**config.mk**
```make
export PLATFORM = sky130hd
export DESIGN_NAME = ixc_pipe_21
export DESIGN_NICKNAME = d
export VERILOG_FILES = /design/src/rtl/ixc_pipe_21.sv
export SDC_FILE = /design/constraint.sdc
export NUM_CORES = 1
export LEC_CHECK = 0
export CAP_MARGIN = 20
export CORE_MARGIN = 2
export CORE_UTILIZATION = 53
export DETAILED_ROUTE_END_ITERATION = 8
export PLACE_DENSITY = 0.82
export SYNTH_ARGS = -nofsm -noshare
export SYNTH_HDL_FRONTEND = slang
export SYNTH_SLANG_ARGS = --single-unit
```
**constraint.sdc**
```tcl
create_clock -name CLK -period 4.1 [get_ports CLK]
set_clock_uncertainty 0.1 [all_clocks]
set_input_delay 1.23 -clock CLK [delete_from_list [all_inputs] [get_ports CLK]]
set_output_delay 1.23 -clock CLK [all_outputs]
set_load 0.1 [all_outputs]
```
**src/rtl/ixc_pipe_21.sv**
```systemverilog
// ixc_pipe_21: two-entry skid buffer for a fixed 21-bit data word (main register drives L, skid catches overflow).
// Latency: one cycle from an upstream accept to the word appearing on L with LV=1.
// Backpressure: RR is decoded from state only (low in TWO and while RST is high); L is held stable while LV=1 and LR=0.
// Optional: define IXC_PIPE_STALLCNT_EN to add the 8-bit saturating STALL counter port.
module ixc_pipe_21 (
  input  logic        CLK,
  input  logic        RST,
  input  logic [20:0] R,
  input  logic        RV,
  output logic        RR,
  output logic [20:0] L,
  output logic        LV,
  input  logic        LR
`ifdef IXC_PIPE_STALLCNT_EN
  ,
  output logic [7:0]  STALL
`endif
);

  typedef enum logic [1:0] {
    S_EMPTY = 2'd0,
    S_ONE   = 2'd1,
    S_TWO   = 2'd2
  } state_t;

  state_t      r_state;
  logic [20:0] r_main;
  logic [20:0] r_skid;
  logic        r_lv;

  logic        w_acc;
  logic        w_cons;

  // Ready comes from the registered state only, so there is no combinational path from LR.
  assign RR     = !RST && (r_state != S_TWO);
  assign w_acc  = RV && RR;
  assign w_cons = r_lv && LR;

  assign L  = r_main;
  assign LV = r_lv;

  // Occupancy FSM: moves words between upstream, main and skid; LV is registered alongside the state.
  always_ff @(posedge CLK) begin
    if (RST) begin
      r_state <= S_EMPTY;
      r_main  <= '0;
      r_skid  <= '0;
      r_lv    <= 1'b0;
    end else begin
      case (r_state)
        S_EMPTY: begin
          if (w_acc) begin
            r_main  <= R;
            r_state <= S_ONE;
            r_lv    <= 1'b1;
          end
        end
        S_ONE: begin
          if (w_acc && w_cons) begin
            r_main <= R;
          end else if (w_acc) begin
            r_skid  <= R;
            r_state <= S_TWO;
          end else if (w_cons) begin
            r_state <= S_EMPTY;
            r_lv    <= 1'b0;
          end
        end
        S_TWO: begin
          // Upstream is not ready here, so only a downstream consume moves the skid word forward.
          if (w_cons) begin
            r_main  <= r_skid;
            r_state <= S_ONE;
          end
        end
        default: begin
          r_state <= S_EMPTY;
          r_lv    <= 1'b0;
        end
      endcase
    end
  end

`ifdef IXC_PIPE_STALLCNT_EN
  logic [7:0] r_stall;

  // Count cycles where a valid word waits on downstream, saturating at 255.
  always_ff @(posedge CLK) begin
    if (RST) begin
      r_stall <= '0;
    end else if (r_lv && !LR && (r_stall != 8'hFF)) begin
      r_stall <= r_stall + 8'd1;
    end
  end

  assign STALL = r_stall;
`endif

endmodule

```
==> results of run 1 <==
-- power breakdown --
part           switching [uW]  total [uW]  internal [uW]  leakage, uW
Sequential               18.3         485            466     0.000368
Combinational             244         351            107     0.000636
Clock                     136         269            134    0.0000443
-- kinds of logic (layout without fill, tap and decap cells) --
| group | after synthesis | count (layout) | synth area share |
|---|---|---|---|
| buf+inv | 18 | 59 | 0.0568 |
| flops | 45 | 45 | 0.445 |
| simple gates | 100 | 100 | 0.216 |
| compound gates | 26 | 26 | 0.173 |
| mux | 22 | 22 | 0.109 |
-- worst min-delay path by stage --
stage                     from     to  slack (ns)  depth (start not counted)
detailed placement  r_skid[20]  L[20]        0.38                          2
finish              r_skid[20]  L[20]        0.38                          2
floorplan           r_skid[20]  L[20]        0.36                          2
CTS                 r_skid[20]  L[20]        0.39                          2
global route        r_skid[20]  L[20]        0.40                          2
global placement    r_skid[20]  L[20]        0.37                          2
-- cell usage after synthesis --
master and n:
a21oi_1 2, a21oi_4 1, a311oi_1 1, a311oi_2 20
buf_1 2, buf_2 2, buf_6 6, clkbuf_1 8
dfxtp_1 45, mux2_2 1, mux2i_1 21, nand2_1 45
nand2b_1 1, nand3_1 1, nand3b_1 1, nor2_1 23
nor2_2 1, nor2b_1 2, nor3_1 21, nor3b_1 1
o21bai_1 1, o31ai_1 1, or2_2 1, or2b_2 1
or3_1 1, or3b_4 1
-- cell type report --
| cell class | count | area (sq um) | area share |
|---|---|---|---|
| well taps | 48 | 60.1 | 0.0233 |
| multi-input cells | 148 | 1010 | 0.394 |
| repair buffers | 52 | 513 | 0.199 |
| flip-flops and latches | 45 | 901 | 0.350 |
| clock buffers | 7 | 86.3 | 0.0335 |
-- stage by stage --
step,util,total power [uW]
floorplan,-,763
global placement,0.680,843
detailed placement,0.680,847
CTS,0.703,1120
global route,0.703,1150
finish,0.703,1100
-- state kept, by name, indices dropped and copies added, names as in the netlist --
register,cells
r_state,2
LV,1
L,21
r_skid,21
-- layer usage --
layer  vias to the layer above  GRT usage  wire (um)
met5                         -          0          0
met4                         0     0.0859         63
met3                         4     0.0511        218
met2                        39      0.370       2090
met1                       759      0.264       1820
li1                        824          -          -
==> flow_summary.json, run 1 <==
{
  "avgViaCountPerCell": 5.42,
  "start_kind": "flip-flop",
  "r2r_start": "r_state[1]",
  "drt-pass1-iter-count": 4,
  "cts_buffer_depth": 2,
  "dieArea_sq_um": 4330,
  "slowest_delay_ns": 1.15,
  "placed_area_sq_um": 2490,
  "cts_made_buffers": 5,
  "finalCritPeriodShare": 0.767,
  "num_rows": 22,
  "cp.arrival_ns": 1.82,
  "rr_worst_depth": 4,
  "grt_max_degree": 48,
  "initial_core_util": 0.553,
  "drc": 0,
  "worst-path-buf-inv": 1,
  "antenna_found_initial": 0,
  "die_h_um": 65.8,
  "routed_wl_um": 4190,
  "cp_max_fo": 4,
  "grt_overflow_total": 0,
  "coreArea_sq_um": 3660,
  "port-buffer-count": 47,
  "via_count": 1626,
  "cts_hold_buf": 0,
  "cpLargestDelayFamily": "buffers and inverters",
  "synthesis.nets": 236,
  "min-delay-path-class": "reg -> reg",
  "grt_pass1_wl_um": 7090,
  "dp.cells": 293,
  "globalplace.congestion": 0.746,
  "crit_path_start": "LV",
  "critPathCapture": "LV",
  "first_iter_violations": 125,
  "antenna_cells": 0,
  "finalCriticalPeriod_ns": 3.15,
  "final_cell_area_sq_um": 2570,
  "finalHoldViolations": 0,
  "cpMaxStageDelayCell": "clkdlybuf4s50_1",
  "track_usage": 0.218,
  "cts_setup_buffers": 0,
  "power_per_cell_area_nw_per_um2": 429,
  "drive_above_1_share": 0.163,
  "clock_sinks": 45,
  "yosys-top-cells-area": "dfxtp_1, a311oi_2, mux2i_1",
  "fin_tns_setup_ns": 0,
  "htree_levels": 2,
  "dieWidth_um": 65.8,
  "yosysTopAreaCellShare": 0.445,
  "timing.final.ws_setup_ns": 0.954,
  "cp.depth": 1,
  "fmax_mhz": 318,
  "cts_root_buf": "clkbuf_8",
  "fin_nets": 277,
  "reg2reg_to": "L[5]",
  "place_ws_ns": 0.747,
  "grt_pass1_vias": 1502,
  "syn-instance-count": 211,
  "antenna_left": 0,
  "post_cts_resized": 0,
  "setup_viol_count_final": 0,
  "worst_slew_pin_slew_ns": 0.969,
  "max_cap_violations": 0,
  "crit_type": "reg -> out",
  "yosysWarnings": 0,
  "rsz0062_at_grt": "false",
  "fin_cells": 300,
  "cts_tree": "done",
  "finalMaxSlewViolations": 0,
  "seq_area_frac_synth": 0.445,
  "peakVddDrop_uv": 351,
  "area_growth_pct": 27.1,
  "syn_area_sq_um": 2030,
  "synth_top_area_cell": "dfxtp_1",
  "hpwl_um": 2690,
  "synth_seq_cells": 45,
  "rrSetupSlack_ns": 1.96,
  "holdWs_ns": 0.383,
  "ys_types": 26,
  "io_pins": 48,
  "clk_latency_ns": 0.29,
  "fillers": 289,
  "wl_per_cell_um": 14.0,
  "synth_area_per_cell_sq_um": 9.60,
  "run_status": "finished clean",
  "crit_path_end_kind": "output pin",
  "relSlewSlack": 0.352,
  "required_ns": 2.77,
  "mostFrequentLayoutCells": "dfxtp_1, nand2_1, clkdlybuf4s50_1",
  "cts.clk_slew.worst_paths_ns": 0.08,
  "crit_chain": "clkdlybuf4s50_1",
  "p_leak_uw": 0.00105
}
(Power assumes the default switching activity.)
==> run 2, diff against run 1 <==
--- a/config.mk
+++ b/config.mk
@@ -7,9 +7,9 @@
 export LEC_CHECK = 0
 export CAP_MARGIN = 20
 export CORE_MARGIN = 2
-export CORE_UTILIZATION = 53
+export CORE_UTILIZATION = 44
 export DETAILED_ROUTE_END_ITERATION = 8
-export PLACE_DENSITY = 0.82
+export PLACE_DENSITY = 0.73
 export SYNTH_ARGS = -nofsm -noshare
 export SYNTH_HDL_FRONTEND = slang
 export SYNTH_SLANG_ARGS = --single-unit
==> constraint.sdc (replaced) <==
create_clock -name CLK -period 2.76 [get_ports CLK]
set_clock_uncertainty 0.1 [all_clocks]
set_input_delay 0.828 -clock CLK [delete_from_list [all_inputs] [get_ports CLK]]
set_output_delay 0.828 -clock CLK [all_outputs]
set_load 0.1 [all_outputs]
==> flow_summary.json, run 2 (same netlist as run 1, synthesis figures left out) <==
{
  "run_status": "finished clean",
  "min-delay-path-class": "reg -> reg",
  "routed_wl_um": 4490,
  "setup_viol_count_final": 0,
  "finalCritPeriodShare": 0.864,
  "p_leak_uw": 0.00113,
  "cp.arrival_ns": 2.45,
  "globalplace.congestion": 0.699,
  "antenna_found_initial": 0,
  "cts_made_buffers": 5,
  "antenna_left": 0,
  "required_ns": 2.83,
  "port-buffer-count": 47,
  "first_iter_violations": 74,
  "start_kind": "primary input",
  "initial_core_util": 0.462,
  "finalMaxSlewViolations": 0,
  "die_h_um": 71.9,
  "grt_pass1_vias": 1639,
  "clock_sinks": 45,
  "cts_buffer_depth": 2,
  "holdWs_ns": 0.393,
  "relSlewSlack": 0.682,
  "cts_hold_buf": 0,
  "dieWidth_um": 71.9,
  "via_count": 1659,
  "fin_tns_setup_ns": 0,
  "cts_tree": "done",
  "m1WireLength_um": 2020,
  "drt-pass1-iter-count": 4,
  "coreArea_sq_um": 4380,
  "hpwl_um": 2880,
  "postLayoutCoreUtil": 0.597,
  "met2_length_um": 2180,
  "cts_root_buf": "clkbuf_8",
  "worst_slew_pin_slew_ns": 0.476,
  "clk_latency_ns": 0.30,
  "power_per_cell_area_nw_per_um2": 647,
  "finalCriticalPeriod_ns": 2.38,
  "peakVddDrop_uv": 334,
  "fin_nets": 280,
  "cts.clk_slew.worst_paths_ns": 0.08,
  "cp_max_fo": 21,
  "grt_pass1_wl_um": 7620,
  "max_cap_violations": 0,
  "post_cts_resized": 0,
  "mostFrequentLayoutCells": "dfxtp_1, nand2_1, buf_4",
  "htree_levels": 2,
  "fmax_mhz": 419,
  "drc": 0,
  "highest_layer": "met4",
  "crit_type": "in -> reg",
  "num_rows": 24,
  "track_usage": 0.192,
  "io_pins": 48,
  "avgViaCountPerCell": 5.39,
  "rsz0062_at_grt": "false",
  "fillers": 381,
  "cts_setup_buffers": 0,
  "antenna_cells": 0,
  "wl_per_cell_um": 14.6,
  "crit_path_end_kind": "flip-flop",
  "dieArea_sq_um": 5160,
  "finalHoldViolations": 0,
  "grt_overflow_total": 0,
  "area_growth_pct": 29.2,
  "grt_max_degree": 25,
  "wl_met3_um": 204,
  "drive_above_1_share": 0.266
}
[run 2: final cells by class]
class                   instances  area [sq um]  area share
multi-input cells             148          1020       0.390
flip-flops and latches         45           901       0.344
repair buffers                 55           531       0.203
clock buffers                   7          96.3      0.0368
well taps                      52          65.1      0.0249
clock inverters                 1          5.00     0.00191
[run 2: final timing paths]
check,from,slack (ns),cells past startpoint,end
max,RV,0.38,6,L[4]
min,r_skid[20],0.39,2,L[20]
max reg2reg,r_state[0],0.80,5,L[4]
min reg2reg,r_skid[20],0.39,2,L[20]
[run 2: power by group]
| group | internal [uW] | switching [uW] |
|---|---|---|
| Combinational | 161 | 366 |
| Clock | 226 | 218 |
| Sequential | 693 | 28.1 |
[run 2: metrics by stage]
stage          instances  instance area [sq um]  power, uW  worst slack (ns)
2_1_floorplan        211                   2030       1130            0.0345
4_1_cts              308                   2620       1710             0.390
3_3_place_gp         300                   2520       1260             0.117
3_5_place_dp         300                   2520       1270            0.0771
5_1_grt              308                   2620       1760             0.295
6_report             308                   2620       1690             0.376
[run 2: worst max-delay path, stage by stage]
cell and delay, ns:
clkdlybuf4s50_1 0.53, or3b_4 0.43, nor2_2 0.18, or2_2 0.17, buf_12 0.18, a311oi_2 0.11
[run 2: layer usage]
layer  track usage  up-vias
met5             0        -
li1              -      825
met4        0.0755        0
met3        0.0394        8
met2         0.323       43
met1         0.240      783
==> run 3, diff against run 2 <==
--- a/config.mk
+++ b/config.mk
@@ -10,6 +10,7 @@
 export CORE_UTILIZATION = 44
 export DETAILED_ROUTE_END_ITERATION = 8
 export PLACE_DENSITY = 0.73
+export RECOVER_POWER = 25
 export SYNTH_ARGS = -nofsm -noshare
 export SYNTH_HDL_FRONTEND = slang
 export SYNTH_SLANG_ARGS = --single-unit
==> constraint.sdc (replaced) <==
create_clock -name CLK -period 2.76 [get_ports CLK]
set_clock_uncertainty 0.1 [all_clocks]
set_input_delay 0.414 -clock CLK [delete_from_list [all_inputs] [get_ports CLK]]
set_output_delay 0.414 -clock CLK [all_outputs]
set_load 0.1 [all_outputs]
==> flow_summary.json, run 3 (same netlist as run 1, synthesis figures left out) <==
{
  "worst-path-buf-inv": 2,
  "cts_setup_buffers": 0,
  "via_count": 1644,
  "clk_latency_ns": 0.30,
  "cp_max_fo": 14,
  "antenna_cells": 0,
  "postLayoutCoreUtil": 0.573,
  "grt_pass1_vias": 1445,
  "area_growth_pct": 24.0,
  "cpLargestDelayFamily": "buffers and inverters",
  "antenna_found_initial": 0,
  "cts_tree": "done",
  "num_rows": 24,
  "p_leak_uw": 0.00104,
  "grt_overflow_total": 0,
  "post_cts_resized": 0,
  "routed_wl_um": 4320,
  "min-delay-path-class": "reg -> reg",
  "dieArea_sq_um": 5160,
  "avgViaCountPerCell": 5.36,
  "htree_levels": 2,
  "pwr-share-clk": 0.298,
  "max_cap_violations": 0,
  "first_iter_violations": 47,
  "crit_chain": "dlygate4sd3_1 > or3b_4 > a21oi_4 > or2_2 > buf_12 > a311oi_2",
  "fin_tns_setup_ns": 0,
  "total_power_uw": 1730,
  "run_status": "finished clean",
  "cts_hold_buf": 0,
  "fin_cells": 307,
  "drc": 0,
  "seq_power_share": 0.416,
  "cts_root_buf": "clkbuf_8",
  "finalCriticalPeriod_ns": 2.14,
  "placed_area_sq_um": 2450,
  "fmax_mhz": 468,
  "final_cell_area_sq_um": 2510,
  "initial_core_util": 0.462,
  "die_h_um": 71.9,
  "drive_above_1_share": 0.196,
  "combPwrFrac": 0.286,
  "globalplace.congestion": 0.733,
  "cpMaxStageDelayCell": "dlygate4sd3_1",
  "cp.arrival_ns": 2.20,
  "grt_pass1_wl_um": 7010,
  "fin_nets": 279,
  "rsz0062_at_grt": "false",
  "antenna_left": 0,
  "start_kind": "primary input",
  "slowest_delay_ns": 0.61,
  "coreArea_sq_um": 4380,
  "cts_buffer_depth": 2,
  "dieWidth_um": 71.9,
  "track_usage": 0.175,
  "finalCritPeriodShare": 0.774,
  "p_sw_frac": 0.353,
  "wl_per_cell_um": 14.1,
  "required_ns": 2.83,
  "io_pins": 48,
  "port-buffer-count": 47,
  "power.internal_uw": 1120,
  "finalHoldViolations": 0,
  "cts.clk_slew.worst_paths_ns": 0.08,
  "power_switching_uw": 611,
  "crit_type": "in -> reg",
  "hpwl_um": 2790,
  "finalMaxSlewViolations": 0,
  "worst_slew_pin_slew_ns": 1.17,
  "dp.cells": 299,
  "relSlewSlack": 0.224,
  "cts_made_buffers": 5,
  "power_per_cell_area_nw_per_um2": 689,
  "clock_sinks": 45,
  "drt-pass1-iter-count": 4,
  "grt_max_degree": 36,
  "setup_viol_count_final": 0,
  "crit_path_end_kind": "flip-flop",
  "peakVddDrop_uv": 281,
  "mostFrequentLayoutCells": "dfxtp_1, nand2_1, nor2_1"
}
==> run 3: changes by cell type in the layout (fill, tap and decap cells not counted) <==
cell,previous run,this run
dlygate4sd3_1,0,1
clkbuf_1,0,16
clkdlybuf4s50_1,23,22
clkinv_2,1,0
buf_4,26,13
buf_12,5,1
clkinvlp_4,0,1
bufinv_16,0,1
nor2_4,1,0
nor2_1,22,23
clkbuf_8,7,6
==> run 3: power by group through the flow <==
| stage | Clock [uW] | Combinational, uW | Sequential (uW) |
|---|---|---|---|
| after CTS | 529 | 516 | 722 |
| after detailed placement | 0 | 516 | 737 |
| after global placement | 0 | 512 | 736 |
| final | 515 | 494 | 720 |
| after floorplan | 0 | 171 | 962 |
| after global routing | 563 | 516 | 727 |
==> run 3: metal layers <==
metal / share of wire / track usage / wire length, um / vias up
li1: - / - / - / 823
met1: 0.46 / 0.226 / 2000 / 790
met2: 0.49 / 0.280 / 2110 / 25
met3: 0.032 / 0.0478 / 139 / 6
met4: 0.016 / 0.0629 / 68 / 0
met5: 0 / 0 / 0 / -
==> run 3: tightest hold or removal path, stage by stage (launching register included) <==
cell      delay, ns
dfxtp_1        0.32
nand2_1        0.05
a311oi_1       0.07
==> run 3: path summary, 6_finish.rpt <==
kind / cells after the start / slack (ns) / endpoint / start
min reg2reg: 2 / 0.38 / L[20] / r_skid[20]
max: 6 / 0.62 / L[19] / RV
max reg2reg: 5 / 0.72 / L[16] / r_state[0]
min: 2 / 0.38 / L[20] / r_skid[20]
==> run 3: per-stage QoR <==
stage | setup WS [ns] | hold slack (ns)
after floorplan | 0.119 | 0.360
after global placement | 0.421 | 0.368
after detailed placement | 0.403 | 0.377
after CTS | 0.717 | 0.389
after global routing | 0.597 | 0.405
final | 0.624 | 0.384
==> run 3: final cells by class <==
type	instances	area (sq um)
clock buffer	6	82.6
clock inverter	2	37.5
timing repair buffer	54	413
fill	409	1870
multi-input combinational	148	1010
tap	52	65.1
sequential	45	901
